==> src/rtl/mem_bank_pkg.sv <==
// mem_bank_pkg: shared types and helpers for the mem_bank slice.
// Holds the controller state encoding and the byte-lane parity function.
package mem_bank_pkg;

    typedef enum logic {
        S_INIT = 1'b0,
        S_RUN  = 1'b1
    } state_t;

    // Even parity bit for one byte lane: the byte plus this bit hold an even number of ones
    function automatic logic byte_parity(input logic [7:0] b);
        return ^b;
    endfunction

endpackage

==> src/rtl/mem_bank_array.sv <==
// mem_bank_array: word storage with per-lane synchronous write and registered read.
// Contents are never reset; the owner is responsible for initialising them.
module mem_bank_array #(
    parameter  int DEPTH = 256,
    parameter  int NB    = 2,
    parameter  int LW    = 8,
    localparam int AW    = $clog2(DEPTH),
    localparam int WW    = NB * LW
) (
    input  logic          i_clk,
    input  logic          i_we,
    input  logic [NB-1:0] i_lane_en,
    input  logic [AW-1:0] i_waddr,
    input  logic [WW-1:0] i_wdata,
    input  logic          i_re,
    input  logic [AW-1:0] i_raddr,
    output logic [WW-1:0] o_rdata
);

    logic [WW-1:0] mem [DEPTH];

    // Lane-masked write port
    always_ff @(posedge i_clk) begin
        if (i_we) begin
            for (int unsigned n = 0; n < NB; n++) begin
                if (i_lane_en[n]) begin
                    mem[i_waddr][n*LW +: LW] <= i_wdata[n*LW +: LW];
                end
            end
        end
    end

    // Registered read port; output holds between reads
    always_ff @(posedge i_clk) begin
        if (i_re) begin
            o_rdata <= mem[i_raddr];
        end
    end

endmodule

==> src/rtl/mem_bank.sv <==
// mem_bank: single-port byte-lane memory with a power-up clear sweep.
// After reset the controller zeroes every word (o_busy high), then accepts
// one read or write per cycle. Reads return one cycle later with o_rvalid.
// Optional feature: define MEM_BANK_PARITY_EN to store one even-parity bit
// per byte lane and add the o_perr / i_perr_inj ports.
module mem_bank
    import mem_bank_pkg::*;
#(
    parameter  int BITS     = 16,
    parameter  int MEMADDRS = 256,
    localparam int AW       = $clog2(MEMADDRS),
    localparam int NB       = BITS / 8
) (
    input  logic            i_clk,
    input  logic            i_rst_n,
    input  logic            i_req,
    input  logic            i_rw,
    input  logic [AW-1:0]   i_addr,
    input  logic [BITS-1:0] i_data,
    input  logic [NB-1:0]   i_be,
    output logic            o_ready,
    output logic            o_rvalid,
    output logic [BITS-1:0] o_data,
    output logic            o_busy
`ifdef MEM_BANK_PARITY_EN
    ,
    output logic            o_perr,
    input  logic            i_perr_inj
`endif
);

`ifdef MEM_BANK_PARITY_EN
    localparam int LW = 9;
`else
    localparam int LW = 8;
`endif
    localparam int            WW        = NB * LW;
    localparam logic [AW-1:0] LAST_ADDR = AW'(MEMADDRS - 1);

    state_t        state;
    logic [AW-1:0] clr_ptr;
    logic          rvalid_q;
    logic          zero_q;
    logic          busy_q;
    logic          ready_q;

    logic          accept;
    logic          in_range;
    logic          rd_acc;
    logic          wr_acc;

    logic          arr_we;
    logic [NB-1:0] arr_lane_en;
    logic [AW-1:0] arr_waddr;
    logic [WW-1:0] arr_wdata;
    logic          arr_re;
    logic [WW-1:0] arr_rdata;

    // A full power-of-two depth makes every address legal
    generate
        if (MEMADDRS == (2 ** AW)) begin : g_full_depth
            assign in_range = 1'b1;
        end else begin : g_partial_depth
            assign in_range = (i_addr <= LAST_ADDR);
        end
    endgenerate

    assign accept = i_req & ready_q;
    assign rd_acc = accept & ~i_rw;
    assign wr_acc = accept & i_rw & in_range;

    // Write-port mux: the clear sweep owns the port in S_INIT, requests in S_RUN
    always_comb begin
        arr_we      = 1'b0;
        arr_lane_en = '0;
        arr_waddr   = clr_ptr;
        arr_wdata   = '0;
        if (state == S_INIT && i_rst_n) begin
            arr_we      = 1'b1;
            arr_lane_en = '1;
        end else if (wr_acc) begin
            arr_we      = 1'b1;
            arr_lane_en = i_be;
            arr_waddr   = i_addr;
            for (int unsigned n = 0; n < NB; n++) begin
                arr_wdata[n*LW +: 8] = i_data[n*8 +: 8];
`ifdef MEM_BANK_PARITY_EN
                arr_wdata[n*LW + 8] = byte_parity(i_data[n*8 +: 8]) ^ i_perr_inj;
`endif
            end
        end
    end

    // Out-of-range reads skip the array; zero_q masks the stale array output
    assign arr_re = rd_acc & in_range & i_rst_n;

    mem_bank_array #(
        .DEPTH (MEMADDRS),
        .NB    (NB),
        .LW    (LW)
    ) u_array (
        .i_clk     (i_clk),
        .i_we      (arr_we),
        .i_lane_en (arr_lane_en),
        .i_waddr   (arr_waddr),
        .i_wdata   (arr_wdata),
        .i_re      (arr_re),
        .i_raddr   (i_addr),
        .o_rdata   (arr_rdata)
    );

    // Controller FSM: clear sweep, then service; tracks read-valid and zero-mask flags
    always_ff @(posedge i_clk) begin
        if (!i_rst_n) begin
            state    <= S_INIT;
            clr_ptr  <= '0;
            rvalid_q <= 1'b0;
            zero_q   <= 1'b1;
            busy_q   <= 1'b1;
            ready_q  <= 1'b0;
        end else begin
            rvalid_q <= rd_acc;
            if (rd_acc) begin
                zero_q <= ~in_range;
            end
            case (state)
                S_INIT: begin
                    clr_ptr <= clr_ptr + AW'(1);
                    if (clr_ptr == LAST_ADDR) begin
                        state   <= S_RUN;
                        clr_ptr <= '0;
                        busy_q  <= 1'b0;
                        ready_q <= 1'b1;
                    end
                end
                S_RUN: begin
                    busy_q  <= 1'b0;
                    ready_q <= 1'b1;
                end
            endcase
        end
    end

    // Strip parity bits from the read word and apply the zero mask
    always_comb begin
        o_data = '0;
        for (int unsigned n = 0; n < NB; n++) begin
            o_data[n*8 +: 8] = zero_q ? 8'h00 : arr_rdata[n*LW +: 8];
        end
    end

`ifdef MEM_BANK_PARITY_EN
    logic [NB-1:0] lane_mismatch;

    // Compare each stored parity bit against the parity of its returned byte
    always_comb begin
        lane_mismatch = '0;
        for (int unsigned n = 0; n < NB; n++) begin
            lane_mismatch[n] = byte_parity(arr_rdata[n*LW +: 8]) ^ arr_rdata[n*LW + 8];
        end
    end

    assign o_perr = rvalid_q & ~zero_q & (|lane_mismatch);
`endif

    assign o_rvalid = rvalid_q;
    assign o_busy   = busy_q;
    assign o_ready  = ready_q;

endmodule

==> config.mk <==
export PLATFORM = sky130hd
export DESIGN_NAME = mem_bank
export DESIGN_NICKNAME = d
export VERILOG_FILES = /design/src/rtl/mem_bank_pkg.sv /design/src/rtl/mem_bank_array.sv /design/src/rtl/mem_bank.sv
export SDC_FILE = /design/constraint.sdc
export NUM_CORES = 2
export LEC_CHECK = 0
export ABC_AREA = 1
export CORE_MARGIN = 5
export CORE_UTILIZATION = 30
export CTS_CLUSTER_SIZE = 24
export DETAILED_ROUTE_END_ITERATION = 10
export PLACE_DENSITY = 0.53
export SLEW_MARGIN = 10
export SYNTH_ARGS = -nofsm -noshare
export SYNTH_HDL_FRONTEND = slang
export SYNTH_SLANG_ARGS = --single-unit
==> constraint.sdc <==
create_clock -name i_clk -period 16.4 [get_ports i_clk]
set_clock_uncertainty 0.2 [all_clocks]
set_input_delay 3.28 -clock i_clk [delete_from_list [all_inputs] [get_ports i_clk]]
set_output_delay 3.28 -clock i_clk [all_outputs]
set_load 0.01 [all_outputs]
==> flow_metrics.env <==
export IMPL_htree_levels=5
export IMPL_setup_viol=0
export IMPL_drt_iter0_drc=11900
export IMPL_nFillCells=55000
export IMPL_nets=14000
export IMPL_start_util=0.301
export IMPL_clock_latency_ps=1040
export IMPL_final_hold_violation_count=0
export IMPL_drive_gt1_frac=0.0594
export IMPL_total_power_mw=21.8
export IMPL_finalSetupTns_ps=0
export IMPL_grt_usage=0.174
export IMPL_mostFrequentLayoutCells="nand2_1 (4464), edfxtp_1 (4112), nand3_1 (4034)"
export IMPL_syn_num_nets=14300
export IMPL_die_w_microns=757
export IMPL_rsz0062_at_grt="no"
export IMPL_period_minus_slack_ps=8180
export IMPL_io_buffers=48
export IMPL_ir_drop_mv=0.0944
export IMPL_vias_per_cell=5.02
export IMPL_cts_tree="done"
export IMPL_synth_largest_area_cell="edfxtp_1"
export IMPL_leakage_nw=68.0
export IMPL_grt_pass1_vias=103000
export IMPL_clk_pin_slew_worst_paths_ps=60
export IMPL_slew_headroom=0.0149
export IMPL_pre_cts_ws_ps=7440
export IMPL_cts_buffer_depth=4
export IMPL_final_area_sq_mm=0.189
export IMPL_drv_cap=0
export IMPL_die_area_sq_mm=0.574
export IMPL_dr_pass1_iters=6
export IMPL_synthTopCellsByArea="edfxtp_1 (74%), nand3_1 (12%), nand2_1 (10%)"
export IMPL_slew_violations=0
export IMPL_worst_pin_slew_ps=1480
export IMPL_post_cts_buffers=0
export IMPL_fmax_mhz=122
export IMPL_min_period_over_period=0.499
export IMPL_wl_per_cell_microns=23.7
export IMPL_ys_types=25
export IMPL_outcome="finished clean"
export IMPL_worstHoldPathType="reg2reg"
export IMPL_yosysSeqAreaShare=0.738
export IMPL_syn_cell_area_sq_mm=0.168
export IMPL_die_y_microns=757
export IMPL_antenna_left=0
export IMPL_cts_root_buf="clkbuf_16"
export IMPL_cts_buffers=414
export IMPL_whs_ps=325
export IMPL_worstSetupPathType="in2reg"
export IMPL_areaGrowthSynthToFinish_pct=12.5
export IMPL_drt_wl_total_mm=516
export IMPL_final_common_cell="nand2_1"
export IMPL_power_density_mw_per_mm2=116
export IMPL_grt_max_degree=205
export IMPL_startpoint_type="input pin"
export IMPL_pin_count=49
export IMPL_avgSynthCellArea_sq_um=11.7
export IMPL_drc_errors=0
export IMPL_timing_final_ws_setup_ps=8220
export IMPL_placed_area_sq_mm=0.175
export IMPL_place_congestion=0.818
export IMPL_end_kind="flop"
export IMPL_core_area_sq_mm=0.557
export IMPL_post_cts_resized=0
export IMPL_via_count=109000
export IMPL_arrival_ps=8850
export IMPL_overflow=0
export IMPL_hold_buffers=0
export IMPL_yosysWarnings=0
export IMPL_worstPathMaxFanout=103
export IMPL_antenna_found_initial=23
export IMPL_synth_top_area_share=0.737
export IMPL_synth_seq_cells=4125
export IMPL_cts_sinks=4125
export IMPL_num_rows=274
export IMPL_dp_hpwl_mm=298
export IMPL_grt_pass1_wl_mm=745
export IMPL_required_ps=17070
export IMPL_synth_cells=14300
-- worst max-delay path: stages --
cell and delay, ps:
buf_16 280, buf_4 750, buf_4 940, buf_4 930
buf_4 560, nand2_1 90, nand3_1 100, nand3_1 100
nand3_1 210, nand3_1 190, nand3_1 300, nand3_1 120
nand2_1 220, nand2_1 260, nand2_1 120
-- report_power, final --
group          total, mW  switching, mW  internal, mW
logic               1.02          0.795         0.230
clock network       9.35           4.15          5.20
registers           11.4        0.00215          11.4
total               21.8           4.95          16.8
-- path summary, 6_finish.rpt --
path,depth (start not counted),slack [ps],from,endpoint
worst max-delay path,15,8220,i_addr[0],u_array.o_rdata[11]
worst min-delay path,2,320,clr_ptr[4],clr_ptr[4]
worst max register to register,9,11660,o_ready,u_array.mem[15][10]
worst min register to register,2,320,clr_ptr[4],clr_ptr[4]
-- cell usage after synthesis --
| cell | n |
|---|---|
| o21ai_0 | 4 |
| nor2_4 | 19 |
| nand4_1 | 1 |
| nor4_1 | 3 |
| clkbuf_1 | 644 |
| nand3_1 | 4034 |
| buf_1 | 168 |
| nor2_2 | 14 |
| buf_2 | 175 |
| nand2_2 | 16 |
| o21ai_4 | 1 |
| buf_6 | 1 |
| o21ai_2 | 8 |
| edfxtp_1 | 4112 |
| a211oi_1 | 1 |
| nor2_1 | 559 |
| buf_4 | 10 |
| dfxtp_1 | 13 |
| xor2_1 | 2 |
| a21oi_1 | 7 |
| inv_1 | 34 |
| nand2_1 | 4464 |
| ha_1 | 1 |
| nor3_1 | 3 |
| inv_2 | 10 |
-- logic make-up (layout without fill, tap and decap cells) --
group,count (synthesis),count (layout),share of synthesized area
and+or+nand+nor,9113,9113,0.236
buffers and inverters,1042,1037,0.0249
adders and majority gates,1,1,0.0000747
other,0,8,0
xor gates and xnor gates,2,2,0.000105
DFF,4125,4125,0.738
AOI/OAI and AO/OA,21,21,0.000889
-- cell type report --
| type | instances | area (sq um) | area share |
|---|---|---|---|
| antenna | 8 | 20.0 | 0.000106 |
| clock buffer | 503 | 10800 | 0.0573 |
| clock inverter | 250 | 2320 | 0.0123 |
| inverter | 44 | 201 | 0.00107 |
| multi-input combinational | 9137 | 39900 | 0.211 |
| sequential | 4125 | 124000 | 0.656 |
| tap | 7452 | 9320 | 0.0494 |
| timing repair buffer | 240 | 2280 | 0.0121 |
-- through the flow --
step                      cells  utilization
final                     21800        0.339
after global routing      21800        0.339
after floorplan           14300            -
after CTS                 21800        0.339
after global placement    21000        0.315
after detailed placement  21000        0.315
-- flip-flops by register name, indices dropped and copies added, names as in the netlist --
name	flops
clr_ptr	8
o_busy	1
o_ready	1
o_rvalid	1
state	1
u_array.mem	4096
u_array.o_rdata	16
zero_q	1
-- layer usage --
metal,vias up,track usage,wire length [microns]
li1,50000,-,-
met1,54300,0.243,221000
met2,4104,0.273,237000
met3,851,0.0292,38500
met4,6,0.0606,19200
met5,-,0,40
Power figures use the tool's default switching activity.
==> patch, RTL diff (same settings) <==
`MEMADDRS`: 256 -> 128.
--- a/src/rtl/mem_bank.sv
+++ b/src/rtl/mem_bank.sv
@@ -7,7 +7,7 @@
     import mem_bank_pkg::*;
 #(
     parameter  int BITS     = 16,
-    parameter  int MEMADDRS = 256,
+    parameter  int MEMADDRS = 128,
     localparam int AW       = $clog2(MEMADDRS),
     localparam int NB       = BITS / 8
 ) (
Ports: changed (resized i_addr); port bits go from 49 to 48. No check against the original RTL was run, so the function may have changed too.
==> patch against the original RTL <==
Worst setup slack gained 520 ps. Power decreased by 50%. First-iteration DRC count decreased by 45%. Highest routed layer is now met4. Design area down 50%. Sequential cell count down 2049. Global-route usage decreased by 0.81 points. Routed wire length fell by 51%. Area after synthesis shrank 50%. Largest cell class unchanged.
==> patch: results <==
metrics = {
    "cells_and_area": {
        "nFillCells": 27440,
        "final_layout_size_suffix_gt1_frac": 0.06370,
        "nets": 7096,
        "top_regs": "u_array.mem x2048, u_array.o_rdata x16, clr_ptr x7",
    },
    "global_route": {
        "grtUsageTotal": 0.1655,
        "antenna_found_initial": 4,
        "grt_pass1_vias": 52890,
        "grt_pass1_wl_um": 367600,
        "use_met3": 0.02565,
        "gr-usage-met1": 0.2343,
    },
    "routing": {
        "dr_wl_met2_um": 113800,
        "vias_per_cell": 5.099,
        "wl_per_cell_um": 22.86,
        "totalWireLength_um": 250600,
        "wl_met3_um": 17820,
        "highest_layer": "met4",
    },
    "synthesis": {
        "synth-edff-count": 2064,
        "yosys-top-cells-count": "nand2_1, edfxtp_1, nand3_1",
        "synth.area.top_cells": "edfxtp_1, nand3_1, nand2_1, clkbuf_1, nor2_1",
        "seq_area_frac_synth": 0.7367,
        "syn_inst": 7211,
    },
    "clock_network": {
        "clk_latency_ps": 840,
        "cts_inserted_buffers": 207,
        "clockBufferDepth": 3,
    },
    "place": {
        "place_ws_ps": 7884,
        "dpl.hpwl_um": 145500,
    },
    "worst_setup_path": {
        "worst_ep_arrival_time_ps": 8170,
        "slowest_delay_ps": 840,
    },
    "power_and_ir_drop": {
        "ir_drop_mv": 0.08287,
    },
    "hold_path": {
        "hp-start": "o_busy$_SDFFE_PN1P_",
    },
    "run_status": {
        "status": "completed",
    },
}
patch: cell types whose count changed in the layout (fill, tap and decap cells not counted), sizes merged, moves of 2 or more:
cell	unedited run	this run
nand2	4480	2237
edfxtp	4112	2064
nand3	4034	2017
nor2	592	324
clkbuf	503	248
buf	200	94
clkinv	202	105
bufinv	32	14
diode	8	1
clkinvlp	8	3
nor3	3	1
o21ai	13	11
patch: kinds of logic (layout without fill, tap and decap cells):
family | count (synthesis) | in the layout | share of synthesized area
buf+inv | 532 | 558 | 0.02517
flops | 2076 | 2076 | 0.7367
simple gates | 4583 | 4583 | 0.2362
xor+xnor | 2 | 2 | 0.0002075
compound gates | 17 | 17 | 0.001541
fa+ha+maj | 1 | 1 | 0.0001481
other cells | 0 | 1 | 0
patch: area by class of cell:
type                            count  area (um2)  area share
Sequential cell                  2076       62220      0.6549
Clock inverter                    132        1061     0.01117
Antenna cell                        1       2.502  0.00002634
Inverter                           43       188.9    0.001989
Clock buffer                      248        5398     0.05681
Multi-Input combinational cell   4603       20260      0.2133
Timing Repair Buffer              135        1215     0.01279
Tap cell                         3724        4659     0.04904
patch: final timing paths:
check,slack (ps),depth (start not counted),endpoint
worst max-delay path,8750,13,u_array.o_rdata[10]$_DFFE_PP_
worst min register to register,250,2,o_busy$_SDFFE_PN1P_
worst max register to register,12230,8,u_array.mem[26][10]$_DFFE_PP_
worst min-delay path,250,2,o_busy$_SDFFE_PN1P_
patch: power by group through the flow:
stage / Sequential, W / Clock [W] / Combinational [W]
after global routing: 0.00575 / 0.00489 / 0.000536
after detailed placement: 0.00587 / 0 / 0.000501
after floorplan: 0.00587 / 0 / 0.000311
after CTS: 0.00575 / 0.00467 / 0.000502
final: 0.00576 / 0.00459 / 0.000502
after global placement: 0.00587 / 0 / 0.000500
